--- src/rtl/pwr_ctrl_pkg.sv ---
// Shared types for the power-control AXI-Lite master path.
//   arb_state_t   : arbiter/bridge FSM states
//   owner_t       : which requester owns the in-flight transaction
//   AXI_RESP_OKAY : AXI response code for a successful transfer
package pwr_ctrl_pkg;

    typedef enum logic [2:0] {
        ST_IDLE,
        ST_WR_AW_W,
        ST_WR_B,
        ST_RD_AR,
        ST_RD_R
    } arb_state_t;

    typedef enum logic [1:0] {
        OWN_MAESTRO,
        OWN_FSM,
        OWN_READ
    } owner_t;

    localparam logic [1:0] AXI_RESP_OKAY = 2'b00;

endpackage

--- src/rtl/axi_lite_if.sv ---
// AXI-Lite bundle (aw/w/b/ar/r channels).
//   Master modport: drives addresses, write data, valids on aw/w/ar and
//                   ready on b/r.
//   Slave modport : the mirror image.
interface AXI_LITE #(
    parameter int ADDR_WIDTH = 32,
    parameter int DATA_WIDTH = 32
);
    logic [ADDR_WIDTH-1:0]   aw_addr;
    logic [2:0]              aw_prot;
    logic                    aw_valid;
    logic                    aw_ready;
    logic [DATA_WIDTH-1:0]   w_data;
    logic [DATA_WIDTH/8-1:0] w_strb;
    logic                    w_valid;
    logic                    w_ready;
    logic [1:0]              b_resp;
    logic                    b_valid;
    logic                    b_ready;
    logic [ADDR_WIDTH-1:0]   ar_addr;
    logic [2:0]              ar_prot;
    logic                    ar_valid;
    logic                    ar_ready;
    logic [DATA_WIDTH-1:0]   r_data;
    logic [1:0]              r_resp;
    logic                    r_valid;
    logic                    r_ready;

    modport Master (
        output aw_addr, aw_prot, aw_valid, input aw_ready,
        output w_data, w_strb, w_valid, input w_ready,
        input b_resp, b_valid, output b_ready,
        output ar_addr, ar_prot, ar_valid, input ar_ready,
        input r_data, r_resp, r_valid, output r_ready
    );

    modport Slave (
        input aw_addr, aw_prot, aw_valid, output aw_ready,
        input w_data, w_strb, w_valid, output w_ready,
        output b_resp, b_valid, input b_ready,
        input ar_addr, ar_prot, ar_valid, output ar_ready,
        output r_data, r_resp, r_valid, input r_ready
    );
endinterface

--- src/rtl/pwr_axil_master_arb.sv ---
// AXI-Lite master arbiter/bridge behind the power-control FSM.
// Merges a maestro write, an fsm write and a single-word read onto one
// AXI-Lite master port, one outstanding transaction at a time.
// Fixed priority: maestro write > fsm write > pending read.
// Ports:
//   maestro_adress_i/data_i/req_i, maestro_ack_o : maestro write, level req
//   fsm_adress_i/data_i/req_i, fsm_ack_o         : fsm write, level req
//   adress_i, req_i, ready_o                      : read request (pulse)
//   data_o, valid_o                               : read return (pulse)
//   bus_err_o                                     : sticky non-OKAY response
//   axi_master                                    : AXI-Lite master port
module pwr_axil_master_arb
    import pwr_ctrl_pkg::*;
#(
    parameter int ADDR_WIDTH = 32,
    parameter int DATA_WIDTH = 32
) (
    input  logic                  clk,
    input  logic                  rst_n,
    input  logic [ADDR_WIDTH-1:0] maestro_adress_i,
    input  logic [DATA_WIDTH-1:0] maestro_data_i,
    input  logic                  maestro_req_i,
    output logic                  maestro_ack_o,
    input  logic [ADDR_WIDTH-1:0] fsm_adress_i,
    input  logic [DATA_WIDTH-1:0] fsm_data_i,
    input  logic                  fsm_req_i,
    output logic                  fsm_ack_o,
    input  logic [ADDR_WIDTH-1:0] adress_i,
    input  logic                  req_i,
    output logic                  ready_o,
    output logic [DATA_WIDTH-1:0] data_o,
    output logic                  valid_o,
    output logic                  bus_err_o,
    AXI_LITE.Master               axi_master
);

    arb_state_t            state_reg, state_next;
    owner_t                owner_reg, owner_next;
    logic [ADDR_WIDTH-1:0] addr_reg, addr_next;
    logic [DATA_WIDTH-1:0] wdata_reg, wdata_next;
    logic                  aw_valid_reg, aw_valid_next;
    logic                  w_valid_reg, w_valid_next;
    logic                  ar_valid_reg, ar_valid_next;
    logic                  rd_pending_reg, rd_pending_next;
    logic [ADDR_WIDTH-1:0] rd_addr_reg, rd_addr_next;
    logic                  maestro_ack_reg, maestro_ack_next;
    logic                  fsm_ack_reg, fsm_ack_next;
    logic                  valid_reg, valid_next;
    logic [DATA_WIDTH-1:0] rdata_reg, rdata_next;
    logic                  bus_err_reg, bus_err_next;
    logic                  pulse_guard;

    // A pulse currently on an ack/valid output means the requester has not
    // yet had a chance to drop its request, so hold off arbitration a cycle.
    assign pulse_guard = maestro_ack_reg | fsm_ack_reg | valid_reg;

    assign ready_o = !rd_pending_reg && (state_reg != ST_RD_AR) && (state_reg != ST_RD_R);

    always_ff @(posedge clk or negedge rst_n) begin
        if (!rst_n) begin
            state_reg       <= ST_IDLE;
            owner_reg       <= OWN_MAESTRO;
            addr_reg        <= '0;
            wdata_reg       <= '0;
            aw_valid_reg    <= 1'b0;
            w_valid_reg     <= 1'b0;
            ar_valid_reg    <= 1'b0;
            rd_pending_reg  <= 1'b0;
            rd_addr_reg     <= '0;
            maestro_ack_reg <= 1'b0;
            fsm_ack_reg     <= 1'b0;
            valid_reg       <= 1'b0;
            rdata_reg       <= '0;
            bus_err_reg     <= 1'b0;
        end else begin
            state_reg       <= state_next;
            owner_reg       <= owner_next;
            addr_reg        <= addr_next;
            wdata_reg       <= wdata_next;
            aw_valid_reg    <= aw_valid_next;
            w_valid_reg     <= w_valid_next;
            ar_valid_reg    <= ar_valid_next;
            rd_pending_reg  <= rd_pending_next;
            rd_addr_reg     <= rd_addr_next;
            maestro_ack_reg <= maestro_ack_next;
            fsm_ack_reg     <= fsm_ack_next;
            valid_reg       <= valid_next;
            rdata_reg       <= rdata_next;
            bus_err_reg     <= bus_err_next;
        end
    end

    always_comb begin
        state_next       = state_reg;
        owner_next       = owner_reg;
        addr_next        = addr_reg;
        wdata_next       = wdata_reg;
        aw_valid_next    = aw_valid_reg;
        w_valid_next     = w_valid_reg;
        ar_valid_next    = ar_valid_reg;
        rd_pending_next  = rd_pending_reg;
        rd_addr_next     = rd_addr_reg;
        maestro_ack_next = 1'b0;
        fsm_ack_next     = 1'b0;
        valid_next       = 1'b0;
        rdata_next       = rdata_reg;
        bus_err_next     = bus_err_reg;

        // Read capture is independent of the FSM so a read can queue up
        // behind an in-flight write.
        if (req_i && ready_o) begin
            rd_pending_next = 1'b1;
            rd_addr_next    = adress_i;
        end

        case (state_reg)
            ST_IDLE: begin
                if (!pulse_guard) begin
                    if (maestro_req_i) begin
                        owner_next    = OWN_MAESTRO;
                        addr_next     = maestro_adress_i;
                        wdata_next    = maestro_data_i;
                        aw_valid_next = 1'b1;
                        w_valid_next  = 1'b1;
                        state_next    = ST_WR_AW_W;
                    end else if (fsm_req_i) begin
                        owner_next    = OWN_FSM;
                        addr_next     = fsm_adress_i;
                        wdata_next    = fsm_data_i;
                        aw_valid_next = 1'b1;
                        w_valid_next  = 1'b1;
                        state_next    = ST_WR_AW_W;
                    end else if (rd_pending_reg) begin
                        owner_next    = OWN_READ;
                        addr_next     = rd_addr_reg;
                        ar_valid_next = 1'b1;
                        state_next    = ST_RD_AR;
                    end
                end
            end
            ST_WR_AW_W: begin
                // AW and W complete independently, in any order.
                if (axi_master.aw_ready) begin
                    aw_valid_next = 1'b0;
                end
                if (axi_master.w_ready) begin
                    w_valid_next = 1'b0;
                end
                if (!aw_valid_next && !w_valid_next) begin
                    state_next = ST_WR_B;
                end
            end
            ST_WR_B: begin
                if (axi_master.b_valid) begin
                    if (owner_reg == OWN_MAESTRO) begin
                        maestro_ack_next = 1'b1;
                    end else begin
                        fsm_ack_next = 1'b1;
                    end
                    if (axi_master.b_resp != AXI_RESP_OKAY) begin
                        bus_err_next = 1'b1;
                    end
                    state_next = ST_IDLE;
                end
            end
            ST_RD_AR: begin
                if (axi_master.ar_ready) begin
                    ar_valid_next = 1'b0;
                    state_next    = ST_RD_R;
                end
            end
            ST_RD_R: begin
                if (axi_master.r_valid) begin
                    rdata_next      = axi_master.r_data;
                    valid_next      = 1'b1;
                    rd_pending_next = 1'b0;
                    if (axi_master.r_resp != AXI_RESP_OKAY) begin
                        bus_err_next = 1'b1;
                    end
                    state_next = ST_IDLE;
                end
            end
            default: begin
                state_next = ST_IDLE;
            end
        endcase
    end

    assign maestro_ack_o = maestro_ack_reg;
    assign fsm_ack_o     = fsm_ack_reg;
    assign valid_o       = valid_reg;
    assign data_o        = rdata_reg;
    assign bus_err_o     = bus_err_reg;

    assign axi_master.aw_addr  = addr_reg;
    assign axi_master.aw_prot  = 3'b000;
    assign axi_master.aw_valid = aw_valid_reg;
    assign axi_master.w_data   = wdata_reg;
    assign axi_master.w_strb   = '1;
    assign axi_master.w_valid  = w_valid_reg;
    assign axi_master.b_ready  = (state_reg == ST_WR_B);
    assign axi_master.ar_addr  = addr_reg;
    assign axi_master.ar_prot  = 3'b000;
    assign axi_master.ar_valid = ar_valid_reg;
    assign axi_master.r_ready  = (state_reg == ST_RD_R);

endmodule

--- src/flat_wrapper.sv ---
// flat-port wrapper written by rule: the top's interface ports become plain ports
module pwr_axil_master_arb_flat import pwr_ctrl_pkg::*;
#(
    parameter int ADDR_WIDTH = 32,
    parameter int DATA_WIDTH = 32
)
  (clk, rst_n, maestro_adress_i, maestro_data_i, maestro_req_i, maestro_ack_o, fsm_adress_i, fsm_data_i, fsm_req_i, fsm_ack_o, adress_i, req_i, ready_o, data_o, valid_o, bus_err_o, axi_master_aw_addr, axi_master_aw_prot, axi_master_aw_valid, axi_master_aw_ready, axi_master_w_data, axi_master_w_strb, axi_master_w_valid, axi_master_w_ready, axi_master_b_resp, axi_master_b_valid, axi_master_b_ready, axi_master_ar_addr, axi_master_ar_prot, axi_master_ar_valid, axi_master_ar_ready, axi_master_r_data, axi_master_r_resp, axi_master_r_valid, axi_master_r_ready);
  AXI_LITE #(.ADDR_WIDTH(ADDR_WIDTH), .DATA_WIDTH(DATA_WIDTH)) axi_master_i ();
  input  logic clk;
  input  logic rst_n;
  input  logic [ADDR_WIDTH-1:0] maestro_adress_i;
  input  logic [DATA_WIDTH-1:0] maestro_data_i;
  input  logic maestro_req_i;
  output logic maestro_ack_o;
  input  logic [ADDR_WIDTH-1:0] fsm_adress_i;
  input  logic [DATA_WIDTH-1:0] fsm_data_i;
  input  logic fsm_req_i;
  output logic fsm_ack_o;
  input  logic [ADDR_WIDTH-1:0] adress_i;
  input  logic req_i;
  output logic ready_o;
  output logic [DATA_WIDTH-1:0] data_o;
  output logic valid_o;
  output logic bus_err_o;
  output wire logic [$bits(axi_master_i.aw_addr)-1:0] axi_master_aw_addr;
  output wire logic [$bits(axi_master_i.aw_prot)-1:0] axi_master_aw_prot;
  output wire logic [$bits(axi_master_i.aw_valid)-1:0] axi_master_aw_valid;
  input wire logic [$bits(axi_master_i.aw_ready)-1:0] axi_master_aw_ready;
  output wire logic [$bits(axi_master_i.w_data)-1:0] axi_master_w_data;
  output wire logic [$bits(axi_master_i.w_strb)-1:0] axi_master_w_strb;
  output wire logic [$bits(axi_master_i.w_valid)-1:0] axi_master_w_valid;
  input wire logic [$bits(axi_master_i.w_ready)-1:0] axi_master_w_ready;
  input wire logic [$bits(axi_master_i.b_resp)-1:0] axi_master_b_resp;
  input wire logic [$bits(axi_master_i.b_valid)-1:0] axi_master_b_valid;
  output wire logic [$bits(axi_master_i.b_ready)-1:0] axi_master_b_ready;
  output wire logic [$bits(axi_master_i.ar_addr)-1:0] axi_master_ar_addr;
  output wire logic [$bits(axi_master_i.ar_prot)-1:0] axi_master_ar_prot;
  output wire logic [$bits(axi_master_i.ar_valid)-1:0] axi_master_ar_valid;
  input wire logic [$bits(axi_master_i.ar_ready)-1:0] axi_master_ar_ready;
  input wire logic [$bits(axi_master_i.r_data)-1:0] axi_master_r_data;
  input wire logic [$bits(axi_master_i.r_resp)-1:0] axi_master_r_resp;
  input wire logic [$bits(axi_master_i.r_valid)-1:0] axi_master_r_valid;
  output wire logic [$bits(axi_master_i.r_ready)-1:0] axi_master_r_ready;
  assign axi_master_aw_addr = axi_master_i.aw_addr;
  assign axi_master_aw_prot = axi_master_i.aw_prot;
  assign axi_master_aw_valid = axi_master_i.aw_valid;
  assign axi_master_i.aw_ready = axi_master_aw_ready;
  assign axi_master_w_data = axi_master_i.w_data;
  assign axi_master_w_strb = axi_master_i.w_strb;
  assign axi_master_w_valid = axi_master_i.w_valid;
  assign axi_master_i.w_ready = axi_master_w_ready;
  assign axi_master_i.b_resp = axi_master_b_resp;
  assign axi_master_i.b_valid = axi_master_b_valid;
  assign axi_master_b_ready = axi_master_i.b_ready;
  assign axi_master_ar_addr = axi_master_i.ar_addr;
  assign axi_master_ar_prot = axi_master_i.ar_prot;
  assign axi_master_ar_valid = axi_master_i.ar_valid;
  assign axi_master_i.ar_ready = axi_master_ar_ready;
  assign axi_master_i.r_data = axi_master_r_data;
  assign axi_master_i.r_resp = axi_master_r_resp;
  assign axi_master_i.r_valid = axi_master_r_valid;
  assign axi_master_r_ready = axi_master_i.r_ready;
  pwr_axil_master_arb #(.ADDR_WIDTH(ADDR_WIDTH), .DATA_WIDTH(DATA_WIDTH)) u_core (.clk(clk), .rst_n(rst_n), .maestro_adress_i(maestro_adress_i), .maestro_data_i(maestro_data_i), .maestro_req_i(maestro_req_i), .maestro_ack_o(maestro_ack_o), .fsm_adress_i(fsm_adress_i), .fsm_data_i(fsm_data_i), .fsm_req_i(fsm_req_i), .fsm_ack_o(fsm_ack_o), .adress_i(adress_i), .req_i(req_i), .ready_o(ready_o), .data_o(data_o), .valid_o(valid_o), .bus_err_o(bus_err_o), .axi_master(axi_master_i));
endmodule
--- config.mk ---
export PLATFORM = sky130hd
export DESIGN_NAME = pwr_axil_master_arb_flat
export DESIGN_NICKNAME = d
export VERILOG_FILES = /design/src/rtl/pwr_ctrl_pkg.sv /design/src/rtl/axi_lite_if.sv /design/src/rtl/pwr_axil_master_arb.sv /design/src/flat_wrapper.sv
export SDC_FILE = /design/constraint.sdc
export NUM_CORES = 1
export LEC_CHECK = 0
export CAP_MARGIN = 20
export CORE_AREA = 3 3 136 138
export CTS_BUF_LIST = sky130_fd_sc_hd__clkbuf_4 sky130_fd_sc_hd__clkbuf_8
export DETAILED_ROUTE_END_ITERATION = 8
export DIE_AREA = 0 0 139 141
export PLACE_DENSITY = 0.8
export SLEW_MARGIN = 20
export SYNTH_ARGS = -nofsm -noshare
export SYNTH_HDL_FRONTEND = slang
export SYNTH_SLANG_ARGS = --single-unit
--- constraint.sdc ---
create_clock -name clk -period 4.5 [get_ports clk]
set_input_delay 0.675 -clock clk [delete_from_list [all_inputs] [get_ports clk]]
set_output_delay 0.675 -clock clk [all_outputs]
set_load 0.005 [all_outputs]
# Yosys cells after proc, flatten, opt, wreduce, memory -nomap -nowiden

Cells that the tools add are included.

Bitwise logic cells: 3
Reduce and logical (&&, ||, !) cells: 23
Eq/ne operators: 18
Muxes and demuxes: 48

Operator list:

| operator                                                                | count |
|---|---|
| 32-bit 2-to-1 mux                                                       | 5 |
| 1-bit 2-to-1 mux                                                        | 27 |
| 3-bit 2-to-1 mux                                                        | 8 |
| 3-bit case mux with 5 select lines                                      | 1 |
| 2-bit inequality test, second input constant                            | 6 |
| 6-bit AND reduction                                                     | 2 |
| 2-bit nonzero test                                                      | 6 |
| 3-bit AND reduction                                                     | 3 |
| 2-bit by 1-bit inequality test with 1-bit output, second input constant | 4 |
| 1-bit case mux with 2 select lines                                      | 4 |
| 3-bit by 2-bit == test with 1-bit output, second input constant         | 2 |
| 2-bit 2-to-1 mux                                                        | 3 |
| 3-bit inequality test, second input constant                            | 2 |
| 5-bit AND reduction                                                     | 1 |
| 1-bit logical AND                                                       | 4 |
| 4-bit by 3-bit inequality test with 1-bit output, second input constant | 1 |
| 3-bit by 1-bit == test with 1-bit output, second input constant         | 1 |
| 3-bit == test, second input constant                                    | 1 |
| 1-bit zero test                                                         | 3 |
| 3-bit zero test                                                         | 1 |
| 3-bit by 2-bit inequality test with 1-bit output, second input constant | 1 |
| 3-bit nonzero test                                                      | 1 |
| 2-bit zero test                                                         | 1 |
| 1-bit OR                                                                | 2 |
| 2 further kinds                                                         | 2 |

Bits in registers: 141
Word-level logic and storage cells: 106
Output and inout port bits: 148

# Depth between registers and ports, before layout

Word-level depth: 7
Gate-level depth with buffers: 7

# Least setup slack after synthesis

OpenSTA, ideal clock, no wires.

Kind: input-to-reg
Start point: input port maestro_req_i
End point: register u_core.wdata_reg[10], in the netlist u_core.axi_master.w_data[10]
Stages on the path: 4
Data arrival time: 1.794 ns
Data required time: 4.375 ns
Slack: 2.581 ns
Library setup time: 0.125 ns
Path buffers: 2
Path through: buf_2 clkbuf_1 mux2_2 mux2_2

Cells in the longest elaborated chain, start to end: 2
Elaborated cells between the ends (all ways): 3
Those cells by class: mux (1); reduce/logical (2)

Ends and longest elaborated chain:

| item                                 | line                      | source |
|---|---|---|
| from (decl)                          | flat_wrapper.sv:13        | `input logic maestro_req_i;` |
| 2-bit nonzero test (no source line)  | -                         |  |
| 3-bit AND reduction (no source line) | -                         |  |
| to (signal assigned)                 | pwr_axil_master_arb.sv:79 | `wdata_reg <= wdata_next;` |
| to (decl)                            | pwr_axil_master_arb.sv:40 | `logic [DATA_WIDTH-1:0] wdata_reg, wdata_next;` |

Parallel ways exist; a longest one is shown, timed or not.
A chain may end at the register's enable or synchronous reset.

# Worst setup path in the final report

Start point: register u_core.state_reg[0]
End point: output port ready_o

Cells in the longest elaborated chain, start to end: 3
Elaborated cells between the ends (all ways): 4
Those cells by class: eq/ne (2); reduce/logical (2)

Ends and longest elaborated chain:

| item                                             | line                      | source |
|---|---|---|
| from (decl)                                      | pwr_axil_master_arb.sv:37 | `arb_state_t state_reg, state_next;` |
| from (signal assigned)                           | pwr_axil_master_arb.sv:76 | `state_reg <= state_next;` |
| 3-bit by 2-bit inequality test with 1-bit output | pwr_axil_master_arb.sv:57 | `assign ready_o = !rd_pending_reg && (state_reg != ST_RD_AR) && (state_reg != ST_RD_R);` |
| 1-bit logical AND                                | pwr_axil_master_arb.sv:57 |  |
| 1-bit logical AND (*)                            | pwr_axil_master_arb.sv:57 |  |
| to (decl)                                        | flat_wrapper.sv:21        | `output logic ready_o;` |

Every way passes the cells marked *; elsewhere a longest branch is shown, timed or not.

==> flow_summary.toml <==
[outcome]
status = "completed"

[clock_tree]
clock_latency_ns = 0.45
cts_resized = 0
clk_path_buf_depth = 2
h-tree-depth = 4
cts_made_buffers = 17
root_buffer = "clkbuf_8"
cts_sinks = 141
postCtsHoldBufs = 0
cts_tree = "built"
clk_pin_slew_worst_paths_ns = 0.09
cts_setup_buffers = 0

[timing]
setup_violations = 0
period_share_pct = 60.98
fin_setup_tns_ns = 0
rsz0062_at_grt = "false"
hold_viol = 0
maxSlewViolCount = 0
worstMarginPinSlew_ns = 1.082
finClkSkew_ns = 0.02361
fin_crit_ns = 2.744
max_slew_margin_pct = 27.86
fmax_mhz = 364.4
timing.hold.ws_ns = 0.2975

[floorplanning]
num_rows = 48
initial_utilization_pct = 40.09
die_area_sq_mm = 0.01960
coreArea_sq_mm = 0.01730
io_pins = 354
dieWidth_um = 139
die_h_um = 141

[place]
dpl.hpwl_mm = 14.65
place_congestion = 0.7962
io_buffers = 343

[global_route]
grt_remaining_overflow = 0
grt_first_pass_wirelength_mm = 30.43
use_met1_pct = 23.17
grt.busiest_layer = "met2"
use_met2_pct = 34.75
grt_pass1_vias = 5406
antenna_found_initial = 0
grt_max_degree = 94
use_met3_pct = 7.361
track_usage_pct = 19.86

[min_path]
holdCritPathClass = "in -> async"

[yosys]
synth.area.top_cells = "dfrtp_1 51%, mux2_2 20%, mux2_4 6.3%, buf_4 5.0%, mux2i_1 4.6%"
syn-mean-instance-area_sq_um = 13.13
async_flop_share_pct = 100.0
synth_top_area_cell = "dfrtp_1"
synthTopCellsByCount = "141 x dfrtp_1, 126 x mux2_2, 46 x buf_4"
synthCells = 528
netlist_area_sq_mm = 0.006934
ys_ff_latch = 141
netlist.area_leader.share_pct = 50.88
yosysWarnings = 0
yosysUniqueCellTypes = 40
synth-edff-count = 0
yosysSeqAreaShare_pct = 50.88
synth_ff_type = "dfrtp_1"
synth_most_common_cell = "dfrtp_1"

[finish]
diodes = 0
drive_gt1_share_pct = 24.05
final_core_util_pct = 61.31
fin_nets = 1037
fillers = 1404
area_growth_pct = 52.92

[setup_path]
critPathSlowestCell = "dfrtp_1"
worstReg2RegStart = "u_core.state_reg[0]"
cp_max_fo = 11
cpPeakStageDelay_ns = 0.58
crit_required_ns = 3.83
crit_cells = 4
end_kind = "output pin"
worstPathCellList = "nor2_1 -> nand2_1 -> and3_1 -> clkdlybuf4s50_1"
start_kind = "flip-flop"
rr_endpoint = "u_core.rd_addr_reg[10]"
cp.arrival_ns = 2.07
cp_top_family = "flip-flops"
reg2reg_slack_ns = 2.28
critPathKind = "reg -> out"
path_buf_inv = 1
reg2reg_depth = 4

[route]
drtPass1Iterations = 4
wire_per_inst_um = 18.38
antenna_left = 0
drt-total-wl_mm = 19.64
drcViolationCount = 0
vias = 5178
via_per_inst = 4.844
drtIter0Drc = 156

[power_and_ir_drop]
p_comb_share_pct = 46.2
p_int_mw = 4.486
clockPowerShare_pct = 17.6
seqPwrFrac_pct = 36.2
max-vdd-ir-drop_mv = 0.3681
p_sw_share_pct = 29.63
p_leak_nw = 4.578
switchingPower_mw = 1.889
power.density_mw_per_mm2 = 601.2

[run]
cap_violations = 0
cell families after synthesis:
kind of cell | synth area share [%]
buf+inv | 8.138
compound gates | 4.367
other cells | 0.1083
simple gates | 4.331
mux | 32.17
flops | 50.88
per-stage QoR:
step	area [sq um]	std cells	total power, mW	setup slack (ns)
6_report	10600	1069	6.375	1.756
5_1_grt	10600	1069	6.767	1.592
4_1_cts	10600	1069	6.471	1.707
3_5_place_dp	10170	1037	5.315	1.713
3_3_place_gp	10170	1037	5.241	1.763
2_1_floorplan	6964	536	3.900	2.581
cell usage in the layout (no fill, tap or decap), types with 2 or more instances in the layout:
cell             netlist  final
clkdlybuf4s50_1        0    340
and3_1                 2      2
conb_1                 2     10
inv_1                  5      5
clkbuf_8               0     17
clkinv_4               0      2
mux2_1                 5      5
o21ai_0               35     35
mux2i_1               32     32
inv_8                  0      2
buf_4                 46      7
nor2_1                12     12
a22oi_1                3      3
inv_6                  0      7
bufinv_16              0      3
mux2_4                29     29
mux2_2               126    126
nand2_1               36     36
a21oi_1                4      4
dfrtp_1              141    141
o22ai_1                2      2
layout make-up:
cell class / instances / area, sq um / share of cell area, %
clock inverters: 15 / 196.4 / 1.853
repair buffers: 349 / 3472 / 32.74
well taps: 225 / 281.5 / 2.655
clock buffers: 17 / 234.0 / 2.206
flip-flops and latches: 141 / 3528 / 33.27
inverters: 5 / 18.77 / 0.1770
multi-input cells: 317 / 2873 / 27.09
power by group through the flow:
stage,Clock (mW),Sequential (mW),Combinational [mW]
after floorplan,0,2.26,1.64
after global placement,0,2.31,2.93
after detailed placement,0,2.33,2.98
after CTS,1.16,2.31,2.99
after global routing,1.22,2.39,3.16
final,1.12,2.31,2.94
worst max path at each step:
| stage | startpoint | end | slack, ns |
|---|---|---|---|
| finish | u_core.state_reg[0] | ready_o | 1.76 |
| global route | u_core.state_reg[0] | ready_o | 1.59 |
| CTS | u_core.state_reg[0] | ready_o | 1.71 |
| detailed placement | maestro_req_i | u_core.axi_master.ar_addr[31] | 1.71 |
| global placement | maestro_req_i | u_core.axi_master.ar_addr[31] | 1.76 |
| floorplan | maestro_req_i | u_core.axi_master.w_data[10] | 2.58 |
per-layer routing:
layer  part of all wire (%)  routed length, um
met1                     40               7759
met2                     51              10060
met3                    8.1               1597
met4                    1.1                225
met5                      0                  0
Note: power is estimated with default switching activity, not from simulation.
